==> src/rtl/flex_ff_bank.sv <==
// ---------------------------------------------------------------------------
// flex_ff_bank
// Bank of WIDTH flip-flops sharing one clock. A run-time mode selects D, T,
// JK or SR behaviour for every bit. The bank has a clock enable, a
// synchronous parallel load, complementary outputs, and detection of the
// illegal SR input combination. Detection feeds a sticky flag and a
// saturating event counter.
//
// Ports:
//   CLK          clock; all state updates on the rising edge
//   rst_in       asynchronous active-high reset (Q=RST_VAL, error state cleared)
//   mode_in      00=D, 01=T, 10=JK, 11=SR
//   en_in        clock enable for the flip-flop update
//   A_in         D / T / J / S per bit
//   B_in         K / R per bit (unused in D and T modes)
//   ld_in        synchronous parallel load; has priority over en_in
//   ld_val_in    parallel load value
//   err_clr_in   clears err_out and err_cnt_out
//   Q_out        flip-flop state
//   Qn_out       bitwise complement of Q_out
//   err_out      sticky illegal-SR flag
//   err_cnt_out  saturating count of cycles with an illegal SR input
// ---------------------------------------------------------------------------
module flex_ff_bank #(
   parameter int               WIDTH     = 8,
   parameter logic [WIDTH-1:0] RST_VAL   = '0,
   parameter int               ERR_CNT_W = 4
) (
   input  logic                 CLK,
   input  logic                 rst_in,
   input  logic [1:0]           mode_in,
   input  logic                 en_in,
   input  logic [WIDTH-1:0]     A_in,
   input  logic [WIDTH-1:0]     B_in,
   input  logic                 ld_in,
   input  logic [WIDTH-1:0]     ld_val_in,
   input  logic                 err_clr_in,
   output logic [WIDTH-1:0]     Q_out,
   output logic [WIDTH-1:0]     Qn_out,
   output logic                 err_out,
   output logic [ERR_CNT_W-1:0] err_cnt_out
);

   localparam logic [1:0] MODE_D  = 2'b00;
   localparam logic [1:0] MODE_T  = 2'b01;
   localparam logic [1:0] MODE_JK = 2'b10;
   localparam logic [1:0] MODE_SR = 2'b11;

   localparam logic [ERR_CNT_W-1:0] CNT_MAX = '1;
   localparam logic [ERR_CNT_W-1:0] CNT_ONE = ERR_CNT_W'(1);

   logic [WIDTH-1:0] q_nxt;
   logic             illegal_evt;

   // Counter increment that sticks at all-ones instead of wrapping.
   function automatic logic [ERR_CNT_W-1:0] sat_inc(input logic [ERR_CNT_W-1:0] cnt);
      if (cnt == CNT_MAX) begin
         sat_inc = cnt;
      end else begin
         sat_inc = cnt + CNT_ONE;
      end
   endfunction

   // A load suppresses detection, so only an enabled SR update can be illegal.
   assign illegal_evt = !ld_in && en_in && (mode_in == MODE_SR) && (|(A_in & B_in));

   always_comb begin
      q_nxt = Q_out;
      if (ld_in) begin
         q_nxt = ld_val_in;
      end else if (en_in) begin
         case (mode_in)
            MODE_D:  q_nxt = A_in;
            MODE_T:  q_nxt = Q_out ^ A_in;
            // Characteristic equation Q+ = J&~Q | ~K&Q.
            MODE_JK: q_nxt = (A_in & ~Q_out) | (~B_in & Q_out);
            // Set where S&~R, reset where ~S&R. Where S==R the bit holds,
            // which covers both the hold case and the illegal case.
            MODE_SR: q_nxt = (Q_out & ~(A_in ^ B_in)) | (A_in & ~B_in);
            default: q_nxt = Q_out;
         endcase
      end
   end

   always_ff @(posedge CLK or posedge rst_in) begin
      if (rst_in) begin
         Q_out <= RST_VAL;
      end else begin
         Q_out <= q_nxt;
      end
   end

   // The clear is applied before the event, so a collision leaves a count of one.
   always_ff @(posedge CLK or posedge rst_in) begin
      if (rst_in) begin
         err_out     <= 1'b0;
         err_cnt_out <= '0;
      end else if (illegal_evt) begin
         err_out     <= 1'b1;
         err_cnt_out <= err_clr_in ? CNT_ONE : sat_inc(err_cnt_out);
      end else if (err_clr_in) begin
         err_out     <= 1'b0;
         err_cnt_out <= '0;
      end
   end

   assign Qn_out = ~Q_out;

endmodule
==> config.mk <==
export PLATFORM = sky130hd
export DESIGN_NAME = flex_ff_bank
export DESIGN_NICKNAME = d
export VERILOG_FILES = /design/src/rtl/flex_ff_bank.sv
export SDC_FILE = /design/constraint.sdc
export NUM_CORES = 1
export LEC_CHECK = 0
export ABC_AREA = 0
export CELL_PAD_IN_SITES_DETAIL_PLACEMENT = 1
export CELL_PAD_IN_SITES_GLOBAL_PLACEMENT = 1
export CORE_ASPECT_RATIO = 1.75
export CORE_MARGIN = 2
export CORE_UTILIZATION = 30
export DETAILED_ROUTE_END_ITERATION = 7
export HOLD_SLACK_MARGIN = 0.03
export PLACE_DENSITY_LB_ADDON = 0.1
export SLEW_MARGIN = 10
export SYNTH_ARGS = -nofsm -noshare
export SYNTH_HDL_FRONTEND = slang
export SYNTH_SLANG_ARGS = --single-unit
==> constraint.sdc <==
create_clock -name CLK -period 1.85 [get_ports CLK]
set_input_delay 0.37 -clock CLK [delete_from_list [all_inputs] [get_ports CLK]]
set_output_delay 0.37 -clock CLK [all_outputs]
set_load 0.01 [all_outputs]
Yosys cells after proc, flatten, opt, wreduce, memory -nomap -nowiden
Index checks and enable logic that the tools add are counted.
{"block": "op_classes", "n_addsub": 1, "mul": 0, "div_mod_pow": 0, "magnitude_cmp": 0, "eq_ne": 5, "shifts": 0, "muxes": 9, "n_bitwise": 12, "n_reduce_logical": 9}
{"operator": "bitwise AND 8 bit", "n": 5}
{"operator": "one-hot mux 8 bit (4 select lines)", "n": 1}
{"operator": "inverter 8 bit", "n": 3}
{"operator": "2-to-1 mux 4 bit", "n": 4}
{"operator": "2-to-1 mux 8 bit", "n": 2}
{"operator": "bitwise OR 8 bit", "n": 2}
{"operator": "XOR 8 bit", "n": 2}
{"operator": "OR reduction 8 bit", "n": 1}
{"operator": "adder 4 x 1 -> 4 bit (second input constant)", "n": 1}
{"operator": "equality test 2 bit (second input constant)", "n": 2}
{"operator": "equality test 4 bit (second input constant)", "n": 1}
{"operator": "nonzero test 2 bit", "n": 2}
{"operator": "logical AND 1 bit", "n": 3}
{"operator": "equality test 2 x 1 -> 1 bit (second input constant)", "n": 1}
{"operator": "logical NOT 2 bit", "n": 1}
{"operator": "2-to-1 mux 1 bit", "n": 2}
{"operator": "inequality test 2 bit (second input constant)", "n": 1}
{"operator": "AND reduction 2 bit", "n": 1}
{"operator": "logical NOT 1 bit", "n": 1}
{"block": "totals", "regBits": 13, "latch_bits": 0, "ram_bits": 0, "rom_bits": 0, "input_bits": 31, "output_inout_bits": 21, "word_cells": 39, "n_memories": 0}

Logic depth before layout (Yosys ltp)
{"block": "logic_depth", "word_depth": 7, "ltp_mapped": 6, "depth_no_buf": 6}

Worst setup path after synthesis
No wires, ideal clock.
{"block": "synth_path", "path_kind": "input-to-reg", "startpoint": "in mode_in[1]", "endpoint": "reg Q_out[2]", "setup_time_ns": 0.066, "t_arrival_ns": 1.459, "required_ns": 1.784, "slack_ns": 0.325, "stages": 6, "cell_sequence": "buf_2 nor2b_1 buf_2 a22o_1 a2111oi_0 a221o_1"}
{"block": "synth_between", "elab_chain_cells": 4, "word_cells_on_any_way": 7, "classes_between": "3 x eq/ne; 3 x mux; 1 x reduce/logical"}
{"element": "from (decl)", "line_no": "31", "rtl": "input logic [1:0] mode_in,"}
{"element": "equality test 2 bit, or another cell as far along", "line_no": "72", "rtl": "case (mode_in)"}
{"element": "one-hot mux 8 bit (4 select lines) (*)", "line_no": "72"}
{"element": "2-to-1 mux 8 bit (*)", "line_no": "71", "rtl": "end else if (en_in) begin"}
{"element": "2-to-1 mux 8 bit (*)", "line_no": "69", "rtl": "if (ld_in) begin"}
{"element": "to (signal assigned)", "line_no": "89", "rtl": "Q_out <= q_nxt;"}
{"element": "to (decl)", "line_no": "38", "rtl": "output logic [WIDTH-1:0] Q_out,"}
Mark *: on every way between the ends. The rest lies on a longest branch, timed or not. The select of a mux whose other input is x is not followed.
A chain may end at the register's enable or synchronous reset.

Worst setup path in the final report
{"block": "layout_path", "startpoint": "in B_in[7]", "endpoint": "reg err_cnt_out[3]"}
{"block": "layout_between", "elab_chain_cells": 5, "word_cells_on_any_way": 6, "classes_between": "1 x mux; 1 x bitwise; 4 x reduce/logical"}
{"element": "from (decl)", "line_no": "34", "rtl": "input logic [WIDTH-1:0] B_in,"}
{"element": "bitwise AND 8 bit (*)", "line_no": "65", "rtl": "assign illegal_evt = !ld_in && en_in && (mode_in == MODE_SR) && (|(A_in & B_in));"}
{"element": "OR reduction 8 bit (*)", "line_no": "65"}
{"element": "logical AND 1 bit (*)", "line_no": "65"}
{"element": "nonzero test 2 bit (no line)"}
{"element": "AND reduction 2 bit (no line)"}
{"element": "to (signal assigned)", "line_no": "100", "rtl": "err_cnt_out <= err_clr_in ? CNT_ONE : sat_inc(err_cnt_out);"}
{"element": "to (decl)", "line_no": "41", "rtl": "output logic [ERR_CNT_W-1:0] err_cnt_out"}
Mark *: on every way between the ends. The rest lies on a longest branch, timed or not.

==> run_results.csv <==
group,metric,value,unit
outcome,status,"complete, no violations",
worst_setup_path,crit_family,"buffers and inverters",
cts,cts_tree,"done",
synth,async_flop_share,100.0,%
power,p_sw,0.3435,mW
route,drc,0,
floorplanning,dieWidth,52.31,um
global_routing,grt_max_degree,14,
floorplanning,initial_core_util,31.38,%
worst_setup_path,cp-start-kind,"primary input",
route,vias,1453,
placed_design,placed_area,1973,sq um
timing,finalSetupViolations,0,
power,powerDensity,493.0,nW/um^2
placed_design,portBuffers,51,
floorplanning,num_rows,30,
cts,clkLatencyLatePin,0.25,ns
power,peakVddDrop,0.0003882,V
worst_setup_path,required,2.03,ns
synth,avgSynthCellArea,8.506,sq um
cts,cts_buffer_depth,2,
cts,cts.sinks,13,
floorplanning,io_pins,52,
route,drtPass1Iterations,4,
finish,multi_input_area,823.3,sq um
synth,synth_edf_count,0,
worst_setup_path,endpoint_kind,"flip-flop",
timing,period_minus_slack,1.762,ns
finish,fin_cells,271,
power,p_int,0.6982,mW
global_routing,grt_pass1_wl,7.403,mm
synth,synth_cells,144,
synth,synth_flop_cell,"dfrtp_1",
cts,htree_levels,1,
route,drt_iter0_markers,18,
global_routing,antenna_found_initial,0,
placed_design,gp_congestion,0.7550,
power,p_leak,1.044,nW
route,vias_per_cell,5.362,
synth,ys_warn_count,0,
power,p_comb_share,40.7,%
finish,antenna_cells,0,
worst_setup_path,slowest_delay,0.51,ns
worst_setup_path,arrival,1.94,ns
route,ant_nets,0,
global_routing,grt_pass1_vias,1600,
cts,cts_root_buf,"clkbuf_8",
cts,numCtsBuffers,3,
floorplanning,dieArea,4631,sq um
route,drt-total-wl,4.731,mm
power,p_sw_share,32.98,%
worst_setup_path,path_max_fanout,4,
synth,synth.distinct_cells,32,
power,seq_power_share,32.8,%
synth,ys_ff_latch,13,
synth,syn_area,1225,sq um
global_routing,track_usage,21.77,%
finish,final_cell_area,2113,sq um
timing,rsz0062_at_grt,"yes",
global_routing,gr-total-overflow,0,
floorplanning,die_h,88.53,um
timing,slew_violations,0,
synth,syn_nets,192,
worst_setup_path,path_cells,"clkdlybuf4s50_1 -> ha_1 -> nor4_2 -> a211o_1 -> or3_1 -> a21oi_2",
power,clockPowerShare,26.5,%
floorplanning,core,3904,sq um
timing,finalHoldViolations,0,
route,post_drt_wl_per_cell,17.46,um
timing,worst_slew_pin_slew,0.5741,ns
cts,path_clk_slew,0.06,ns
worst_setup_path,crit_type,"primary input to flip-flop",
placed_design,dp_hpwl,3.728,mm
finish,area_growth,72.52,%
finish,seq_area,325.3,sq um
timing,max_freq,0.5676,GHz
finish,nFillCells,468,
timing,relSlewSlack,61.69,%
run,cap_viol_max_count,0,
timing,fin_crit_sh,95.23,%
finish,final_nets,272,
synth,synth-seq-area-share,26.56,%
worst_setup_path,crit_slowest_cell,"clkdlybuf4s50_1",
timing,fin_worst_skew,0.0002419,ns
placed_design,dp.cells,266,
finish,drive_above_1_share,23.32,%
worst_setup_path,crit_buf_inv,1,
worst_hold_path,hold_class,"primary input to asynchronous set/reset pin",
[path summary, 6_finish.rpt]
| check | endpoint | slack, ns | cells after the start | startpoint |
|---|---|---|---|---|
| setup reg to reg | err_cnt_out[3] | 0.46 | 4 | err_cnt_out[0] |
| setup / recovery | err_cnt_out[3] | 0.09 | 6 | B_in[7] |
| min in group CLK | err_out | 0.57 | 2 | err_out |
| hold reg to reg | err_out | 0.57 | 2 | err_out |
| max in group asynchronous | Q_out[4] | 1.00 | 2 | rst_in |
| hold / removal | Q_out[0] | 0.48 | 2 | rst_in |
[cell usage after synthesis (2+ instances only)]
cell type	n	share of area (%)
nand2_1	8	2.5
clkbuf_1	3	0.92
dfrtp_1	13	27
a211oi_1	5	3.1
o21ai_0	10	4.1
a22o_1	7	5.0
a221o_1	7	5.7
nand3b_1	2	1.2
nor3_1	4	1.6
buf_6	3	2.8
inv_1	22	6.7
nor2b_1	3	1.5
a2111oi_0	3	2.1
a21o_1	3	1.8
a21oi_1	11	4.5
buf_2	2	0.82
nor4_1	2	1.0
a221oi_1	4	2.9
ha_1	17	17
nor2_1	3	0.92
[repair_timing]
action                                  4_1_cts  5_1_grt
hold buffers                                  0        0
pin swaps                                     3        5
endpoints found under the hold margin         0        0
resized for setup                             7       21
cloned                                        0        0
endpoints found under the setup margin        5        9
setup buffers                                 0        1
[kinds of logic (layout without fill, tap and decap cells)]
kind of cell	count (synthesis)	in the layout	share of synthesized area [%]
compound gates	55	55	32.28
fa+ha+maj	18	18	18.18
buf+inv	30	109	11.24
flops	13	13	26.56
simple gates	28	28	11.75
[state kept, by name, indices dropped and copies added (netlist names)]
register / count
err_cnt_out: 4
err_out: 1
Q_out: 8
[per-stage QoR]
stage | worst slack [ns] | setup TNS, ns | total power [mW] | util [%] | hold WS [ns]
floorplan | 0.3245 | 0 | 0.4931 | - | 0.2470
global placement | -0.2582 | -2.572 | 0.7353 | 50.54 | 0.5647
CTS | 0.01690 | 0 | 1.044 | 52.40 | 0.5239
finish | 0.08818 | 0 | 1.042 | 54.13 | 0.4754
global route | -0.01663 | -0.01706 | 1.105 | 54.13 | 0.5405
detailed placement | -0.3722 | -3.181 | 0.7534 | 50.54 | 0.5678
[power groups by stage]
stage	Combinational (mW)	Sequential (mW)	Clock, mW
6_report	0.424	0.341	0.276
5_1_grt	0.463	0.348	0.294
4_1_cts	0.419	0.339	0.285
3_5_place_dp	0.410	0.343	0
3_3_place_gp	0.393	0.342	0
2_1_floorplan	0.145	0.348	0
[layout by cell type, fill, tap and decap left out, drive strengths merged, types with 8 or more instances in the layout]
cell type	Yosys	layout
clkdlybuf4s50	0	41
buf	5	32
inv	22	22
ha	17	17
dfrtp	13	13
a21oi	11	11
o21ai	10	10
dlymetal6s2s	0	10
nand2	8	8
[final cells by class]
class                           count  area share [%]
Clock buffer                        3           1.954
Sequential cell                    13           15.39
Clock inverter                      1          0.2368
Tap cell                           48           2.842
Inverter                           22           3.908
Timing Repair Buffer               83           36.71
Multi-Input combinational cell    101           38.96
[metal layers]
metal	part of all wire, %	vias up	global-route usage [%]
met4	3.2	0	10.72
met3	3.3	11	2.703
li1	-	681	-
met2	59	36	43.07
met1	34	725	20.83
met5	0	-	0
Power figures use the tool's default switching activity.
